==> config.mk <==
export PLATFORM = sky130hd
export DESIGN_NAME = store_buffer
export DESIGN_NICKNAME = d
export VERILOG_FILES = /design/src/rtl/store_buffer.sv
export SDC_FILE = /design/constraint.sdc
export NUM_CORES = 1
export LEC_CHECK = 0
export ABC_AREA = 1
export CAP_MARGIN = 20
export CELL_PAD_IN_SITES_DETAIL_PLACEMENT = 0
export CELL_PAD_IN_SITES_GLOBAL_PLACEMENT = 1
export CORE_AREA = 10 10 251 253
export CTS_CLUSTER_SIZE = 20
export DETAILED_ROUTE_END_ITERATION = 12
export DIE_AREA = 0 0 261 263
export PLACE_DENSITY = 0.5
export SLEW_MARGIN = 40
export SYNTH_ARGS = -nofsm -noshare
export SYNTH_HDL_FRONTEND = slang
export SYNTH_SLANG_ARGS = --single-unit
==> constraint.sdc <==
create_clock -name clk_i -period 5 [get_ports clk_i]
set_input_delay 0.75 -clock clk_i [delete_from_list [all_inputs] [get_ports clk_i]]
set_output_delay 0.75 -clock clk_i [all_outputs]
set_load 0.02 [all_outputs]
==> src/rtl/store_buffer.sv <==
// rtl/store_buffer.sv - circular store buffer with in-order committed drain to data memory
// Optional feature macro: STORE_FORWARDING_EN (youngest word-to-word store-to-load forwarding)
module store_buffer #(
  parameter int STORE_BUFFER_SIZE = 4,
  parameter int IDX_W             = $clog2(STORE_BUFFER_SIZE)
) (
  input  logic                         clk_i,
  input  logic                         rst_i,
  input  logic                         alloc_valid_i,
  input  logic [31:0]                  alloc_addr_i,
  input  logic [31:0]                  alloc_data_i,
  input  logic [1:0]                   alloc_size_i,
  output logic [IDX_W-1:0]             alloc_idx_o,
  output logic                         full_o,
  output logic                         empty_o,
  input  logic                         commit_valid_i,
  input  logic [IDX_W-1:0]             commit_idx_i,
  input  logic [STORE_BUFFER_SIZE-1:0] discard_i,
  output logic                         mem_req_valid_o,
  input  logic                         mem_req_ready_i,
  output logic [31:0]                  mem_req_addr_o,
  output logic [31:0]                  mem_req_data_o,
  output logic [3:0]                   mem_req_wstrb_o,
  input  logic                         mem_resp_valid_i,
  input  logic [31:0]                  ld_addr_i,
  input  logic [1:0]                   ld_size_i,
  output logic                         ld_conflict_o,
  output logic                         fwd_hit_o,
  output logic [31:0]                  fwd_data_o
);

  localparam logic [1:0] ST_IDLE = 2'd0;
  localparam logic [1:0] ST_REQ  = 2'd1;
  localparam logic [1:0] ST_WAIT = 2'd2;
  localparam logic [IDX_W:0] FULL_CNT = (IDX_W+1)'(STORE_BUFFER_SIZE);

  logic [STORE_BUFFER_SIZE-1:0] valid_q, valid_d, committed_q, committed_d;
  logic [31:0] addr_q [STORE_BUFFER_SIZE];
  logic [31:0] data_q [STORE_BUFFER_SIZE];
  logic [1:0]  size_q [STORE_BUFFER_SIZE];
  logic [IDX_W-1:0] head_q, head_d, tail_q, tail_d;
  logic [IDX_W:0]   count_q, count_d, survivors;
  logic [1:0]       state_q, state_d;
  logic             any_discard, alloc_fire, drain_done;

  assign full_o      = (count_q == FULL_CNT);
  assign empty_o     = (count_q == '0);
  assign alloc_idx_o = tail_q;

  always_comb begin
    committed_d = committed_q;
    head_d      = head_q;
    tail_d      = tail_q;
    count_d     = count_q;
    state_d     = state_q;
    survivors   = '0;
    any_discard = |discard_i;
    alloc_fire  = alloc_valid_i && !full_o && !any_discard;
    drain_done  = (state_q == ST_WAIT) && mem_resp_valid_i;

    // Commit lands before the squash so a same-cycle commit protects its entry.
    if (commit_valid_i && valid_q[commit_idx_i]) committed_d[commit_idx_i] = 1'b1;
    valid_d     = valid_q & ~(discard_i & ~committed_d);
    committed_d = committed_d & valid_d;

    if (alloc_fire) begin
      valid_d[tail_q]     = 1'b1;
      committed_d[tail_q] = 1'b0;
      tail_d              = tail_q + 1'b1;
    end

    case (state_q)
      ST_IDLE: if (valid_q[head_q] && committed_q[head_q]) state_d = ST_REQ;
      ST_REQ:  if (mem_req_ready_i) state_d = ST_WAIT;
      ST_WAIT: if (mem_resp_valid_i) begin
        valid_d[head_q]     = 1'b0;
        committed_d[head_q] = 1'b0;
        head_d              = head_q + 1'b1;
        state_d             = ST_IDLE;
      end
      default: state_d = ST_IDLE;
    endcase

    // Survivors of a squash are the committed run starting at head.
    if (any_discard) begin
      for (int i = 0; i < STORE_BUFFER_SIZE; i++) survivors = survivors + (IDX_W+1)'(valid_d[i]);
      count_d = survivors;
      tail_d  = head_d + survivors[IDX_W-1:0];
    end else begin
      count_d = count_q + (IDX_W+1)'(alloc_fire) - (IDX_W+1)'(drain_done);
    end
  end

  always_ff @(posedge clk_i or posedge rst_i) begin
    if (rst_i) begin
      valid_q     <= '0;
      committed_q <= '0;
      head_q      <= '0;
      tail_q      <= '0;
      count_q     <= '0;
      state_q     <= ST_IDLE;
    end else begin
      valid_q     <= valid_d;
      committed_q <= committed_d;
      head_q      <= head_d;
      tail_q      <= tail_d;
      count_q     <= count_d;
      state_q     <= state_d;
    end
  end

  always_ff @(posedge clk_i) begin
    if (alloc_fire) begin
      addr_q[tail_q] <= alloc_addr_i;
      data_q[tail_q] <= alloc_data_i;
      size_q[tail_q] <= alloc_size_i;
    end
  end

  logic [1:0] head_off;
  logic [4:0] head_shift;
  assign head_off   = addr_q[head_q][1:0];
  assign head_shift = {head_off, 3'b000};

  always_comb begin
    mem_req_valid_o = 1'b0;
    mem_req_addr_o  = '0;
    mem_req_data_o  = '0;
    mem_req_wstrb_o = '0;
    if (state_q == ST_REQ) begin
      mem_req_valid_o = 1'b1;
      mem_req_addr_o  = {addr_q[head_q][31:2], 2'b00};
      case (size_q[head_q])
        2'b00: begin
          mem_req_wstrb_o = 4'b0001 << head_off;
          mem_req_data_o  = {24'b0, data_q[head_q][7:0]} << head_shift;
        end
        2'b01: begin
          mem_req_wstrb_o = 4'b0011 << head_off;
          mem_req_data_o  = {16'b0, data_q[head_q][15:0]} << head_shift;
        end
        default: begin
          mem_req_wstrb_o = 4'hF;
          mem_req_data_o  = data_q[head_q];
        end
      endcase
    end
  end

  logic unused_ld;
  assign unused_ld = ^{ld_size_i, ld_addr_i[1:0]};

`ifdef STORE_FORWARDING_EN
  logic [IDX_W-1:0] lk_idx;
  logic             lk_found;
  always_comb begin
    ld_conflict_o = 1'b0;
    fwd_hit_o     = 1'b0;
    fwd_data_o    = '0;
    lk_found      = 1'b0;
    lk_idx        = '0;
    // Walk from the youngest entry toward head; the first match decides.
    for (int k = 0; k < STORE_BUFFER_SIZE; k++) begin
      lk_idx = tail_q - IDX_W'(k + 1);
      if (!lk_found && ((IDX_W+1)'(k) < count_q) && valid_q[lk_idx] &&
          (addr_q[lk_idx][31:2] == ld_addr_i[31:2])) begin
        lk_found = 1'b1;
        if (size_q[lk_idx][1] && ld_size_i[1]) begin
          fwd_hit_o  = 1'b1;
          fwd_data_o = data_q[lk_idx];
        end else begin
          ld_conflict_o = 1'b1;
        end
      end
    end
  end
`else
  always_comb begin
    ld_conflict_o = 1'b0;
    for (int i = 0; i < STORE_BUFFER_SIZE; i++) begin
      if (valid_q[i] && (addr_q[i][31:2] == ld_addr_i[31:2])) ld_conflict_o = 1'b1;
    end
  end
  assign fwd_hit_o  = 1'b0;
  assign fwd_data_o = '0;
`endif

endmodule

==> impl.org <==
** Clocking
- Setup fix buffers added after clock tree synthesis :: 0
- For the worst-skew pair, the clock arrives at the later sink with an insertion delay of 0.56 ns.
- CTS sink count :: 281
- TritonCTS built the clock tree.
- Clock tree root buffer cell :: clkbuf_16
- CTS-repair resized insts :: 0
- Number of CTS-inserted buffers :: 36
- Clock-pin slew on the worst setup and hold paths :: 0.05 ns
- Cts hold-fix bufs :: 0
- The longest clock path from root to sink contains 3 buffers.
- CTS H-tree depth :: 2

** Floorplanning
- From bottom edge to top edge, the die measures 263 um.
- Measured along the x axis, the die boundary spans 261 um.
- Die Area :: 68600 um2
- Std-Cell Rows :: 89
- Top Ports :: 219
- Effective utilization at floorplan :: 24.6%
- After floorplanning, the core was sized to cover 58200 um2.

** Setup path
- The worst setup path is of the flip-flop to output port kind.
- For the worst setup path, the data required time is 4.25 ns.
- Cell family with the largest share of critical-path delay :: buffers and inverters
- The worst setup path is captured at an output port.
- Together, buffers and inverters on the worst path number 3.
- The slowest stage of the critical path belongs to the cell dfrtp_4.
- Along the worst path, the maximum fanout reaches 46.
- The signal on the critical path passes through inv_2 > buf_4 > nand3_1 > nand2_2 > nand3_1 > nand2_1 > nand3_1 > a21oi_1 > clkdlybuf4s50_1.
- Element type at the critical path start :: flip-flop
- For this run, the slowest stage of the critical path takes 0.72 ns.
- Data arrives at the worst endpoint at 3.74 ns.
- Counting stages on the worst path, the most repeated cell is nand3_1.

** Timing
- Final critical-path share of the clock period :: 89.9%
- Worst-case headroom to the max-slew limit :: 50.2%
- Worst slew pin tran :: 0.748 ns
- Final number of max-transition violations :: 0
- Hold is met by 0.543 ns.
- Unrepaired setup endpoints after global routing :: false
- Final worst clock skew :: 0.0332 ns
- Static timing analysis puts the maximum clock frequency at 223 MHz.
- Final critical path time including I/O delays and setup :: 4.49 ns
- Sum of negative setup slack :: 0 ns
- Total setup violations reported at the end of the flow :: 0
- Final Hold Violating Endpoints :: 0

** Power and ir drop
- Switching pwr :: 3.36 mW
- Peak VDD IR :: 0.292 mV
- In this run, the clock network consumes 30.1% of the power.
- Internal cell power :: 5.30 mW
- Sequential cells account for 31.8% of the total power.
- In this run the static leakage power is 7.00 nW.
- The share of total power dissipated in combinational logic is 38.1%.
- In this run switching power makes up 38.8% of total power.
- In this run the power density over the cells is 482 nW/um2.

** Place
- Detailed placement ended at an HPWL of 35500 um.
- Post-Place Cells :: 2456
- Buffers placed on the I/O ports in this run total 179.
- Final GP Congestion :: 0.810

** GRT
- The number of antenna violations at the first check in global routing is 6.
- The first global-routing pass estimated 73900 um of wire.
- For this run, the total global-route usage over all layers was measured as 14.5%.
- The number of global-route vias before repair came to 11100.
- Global routing finished with a remaining overflow of 0.
- Entering global routing, the biggest net connects 80 pins.

** Drt
- In this run the remaining antenna-violating nets after routing total 0.
- For this block, the initial DRC count from the detailed router was 614.
- After detailed routing, the number of vias per cell comes to 4.40.
- Wire length per cell after detailed routing :: 20.2 um
- Count of vias placed by the detailed router :: 11100
- Sum of routed wire length over all layers :: 50900 um
- The first detailed-routing pass ran for 5 iterations.
- For this run, design rule violations remaining after detail routing come to 0.

** Layout
- Layout cells sized above 1 :: 5.38%
- Final Instance Count excl. Fillers :: 2520
- After the last flow step, the layout net total stands at 1848.
- Filler instances :: 6088
- Area added between synthesis and finish :: 25.4%

** Synthesis
- Cell area after synthesis :: 14300 um2
- Sequential area share after synthesis :: 58.3%
- Average instance area after synthesis :: 9.26 um2
- Yosys warns :: 0
- Synthesis inferred 281 register bits.
- Count of unique library cells instantiated by Yosys :: 38
- Mapped Cells :: 1547
- Summed over all instances, the cell type with the most area after synthesis is edfxtp_1.
- In the post-synthesis netlist, the biggest area contributors are edfxtp_1, nand2_1, a21oi_1.
- Area share of the leading cell type in the synthesized netlist :: 55.3%

** Run
- Max-capacitance violation count :: 0

** Min path
- In this run the worst hold path is classified as flip-flop to flip-flop.

** Outcome
- The flow ran to the end, and the final reports show no timing, DRC or antenna violations.
[per-stage QoR]
| step | utilization, % | setup slack [ns] | total power, mW | cell area [um2] |
|---|---|---|---|---|
| floorplan | - | 0.433 | 4.90 | 14500 |
| global placement | 28.8 | 0.882 | 6.17 | 16800 |
| detailed placement | 28.8 | 0.821 | 6.17 | 16800 |
| CTS | 30.8 | 0.424 | 8.83 | 18000 |
| global route | 30.8 | 0.259 | 9.22 | 18000 |
| finish | 30.8 | 0.506 | 8.66 | 18000 |
[power groups by stage]
stage / Clock (mW) / Combinational [mW] / Sequential (mW)
floorplan: 0 / 2.17 / 2.73
global placement: 0 / 3.36 / 2.80
detailed placement: 0 / 3.37 / 2.80
CTS: 2.69 / 3.38 / 2.76
global route: 2.79 / 3.66 / 2.77
finish: 2.61 / 3.30 / 2.75
[tightest hold or removal path, delay by kind of cell (launching register included)]
family	cells	cell delay, ns
AOI/OAI and AO/OA	1	0.12
buffers and inverters	1	0.06
DFF	1	0.32
[final timing paths]
kind	startpoint	end	slack [ns]	cells after the start
hold / removal	committed_q[1]$_DFF_PP0_	committed_q[1]$_DFF_PP0_	0.54	2
max in group asynchronous	rst_i	head_q[0]$_DFF_PP0_	4.04	2
setup / recovery	head_q[1]$_DFF_PP0_	mem_req_data_o[25]	0.51	9
hold reg to reg	committed_q[1]$_DFF_PP0_	committed_q[1]$_DFF_PP0_	0.54	2
min in group asynchronous	rst_i	count_q[2]$_DFF_PP0_	0.56	2
setup reg to reg	head_q[1]$_DFF_PP0_	alloc_idx_o[1]$_DFFE_PP0P_	1.13	14
[cells in the final DEF, fill, tap and decap left out, drive strengths merged, types with 13 or more instances in the layout]
master         Yosys  routed
clkdlybuf4s50      0     179
o21ai            142     142
a21oi            142     142
edfxtp           264     264
conb               1      35
inv              181     178
xnor2             13      13
dfrtp             17      17
nand2            423     423
nand3             60      60
a22oi             16      16
nor2             123     123
clkinv             5      19
buf               77      16
xor2              14      14
o211ai            18      18
clkbuf            16      47
ha                13      13
[cell families (layout without fill, tap and decap cells)]
kind of cell | after synthesis | in the layout | share of synthesized area [%]
AO/OA/AOI/OAI | 322 | 322 | 12.2
XOR/XNOR | 27 | 27 | 1.65
adder cells (fa/ha/maj) | 15 | 15 | 1.42
buffers and inverters | 279 | 444 | 9.09
flip-flops | 281 | 281 | 58.3
other | 1 | 36 | 0.0262
AND/OR/NAND/NOR | 622 | 622 | 17.3
[cell usage after synthesis, drive strengths merged]
| master | n |
|---|---|
| clkinv | 5 |
| nand2 | 423 |
| nor3b | 1 |
| ha | 13 |
| nor3 | 2 |
| a21oi | 142 |
| o211ai | 18 |
| a31oi | 1 |
| o221ai | 1 |
| or2 | 2 |
| dfrtp | 17 |
| clkbuf | 16 |
| a21boi | 2 |
| inv | 181 |
| xnor2 | 13 |
| o21ai | 142 |
| nand3 | 60 |
| edfxtp | 264 |
| conb | 1 |
| xor2 | 14 |
| a22oi | 16 |
| nor2 | 123 |
| buf | 77 |
| fa | 2 |
| nand4 | 11 |
[state kept, by name, indices dropped and copies added (netlist names)]
name,cells
addr_q,128
data_q,128
size_q,8
committed_q,4
valid_q,4
count_q,3
alloc_idx_o,2
head_q,2
state_q,2
[layout make-up]
cell class / count / area (um2) / share of cell area, %
Antenna cell: 1 / 2.50 / 0.0139
Clock inverter: 16 / 184 / 1.02
Tap cell: 773 / 967 / 5.38
Multi-Input combinational cell: 1021 / 4800 / 26.7
Clock buffer: 47 / 1000 / 5.59
Sequential cell: 281 / 8360 / 46.5
Inverter: 186 / 717 / 3.99
Timing Repair Buffer: 195 / 1930 / 10.8
[per-layer routing]
layer  part of all wire (%)  track usage (%)  wire length [um]
met5                   0.15                0                74
met4                    1.9             3.39               948
met3                    6.5             3.76              3310
met2                     48             24.5             24600
met1                     43             18.1             21900
Note: power is estimated with default switching activity, not from simulation.
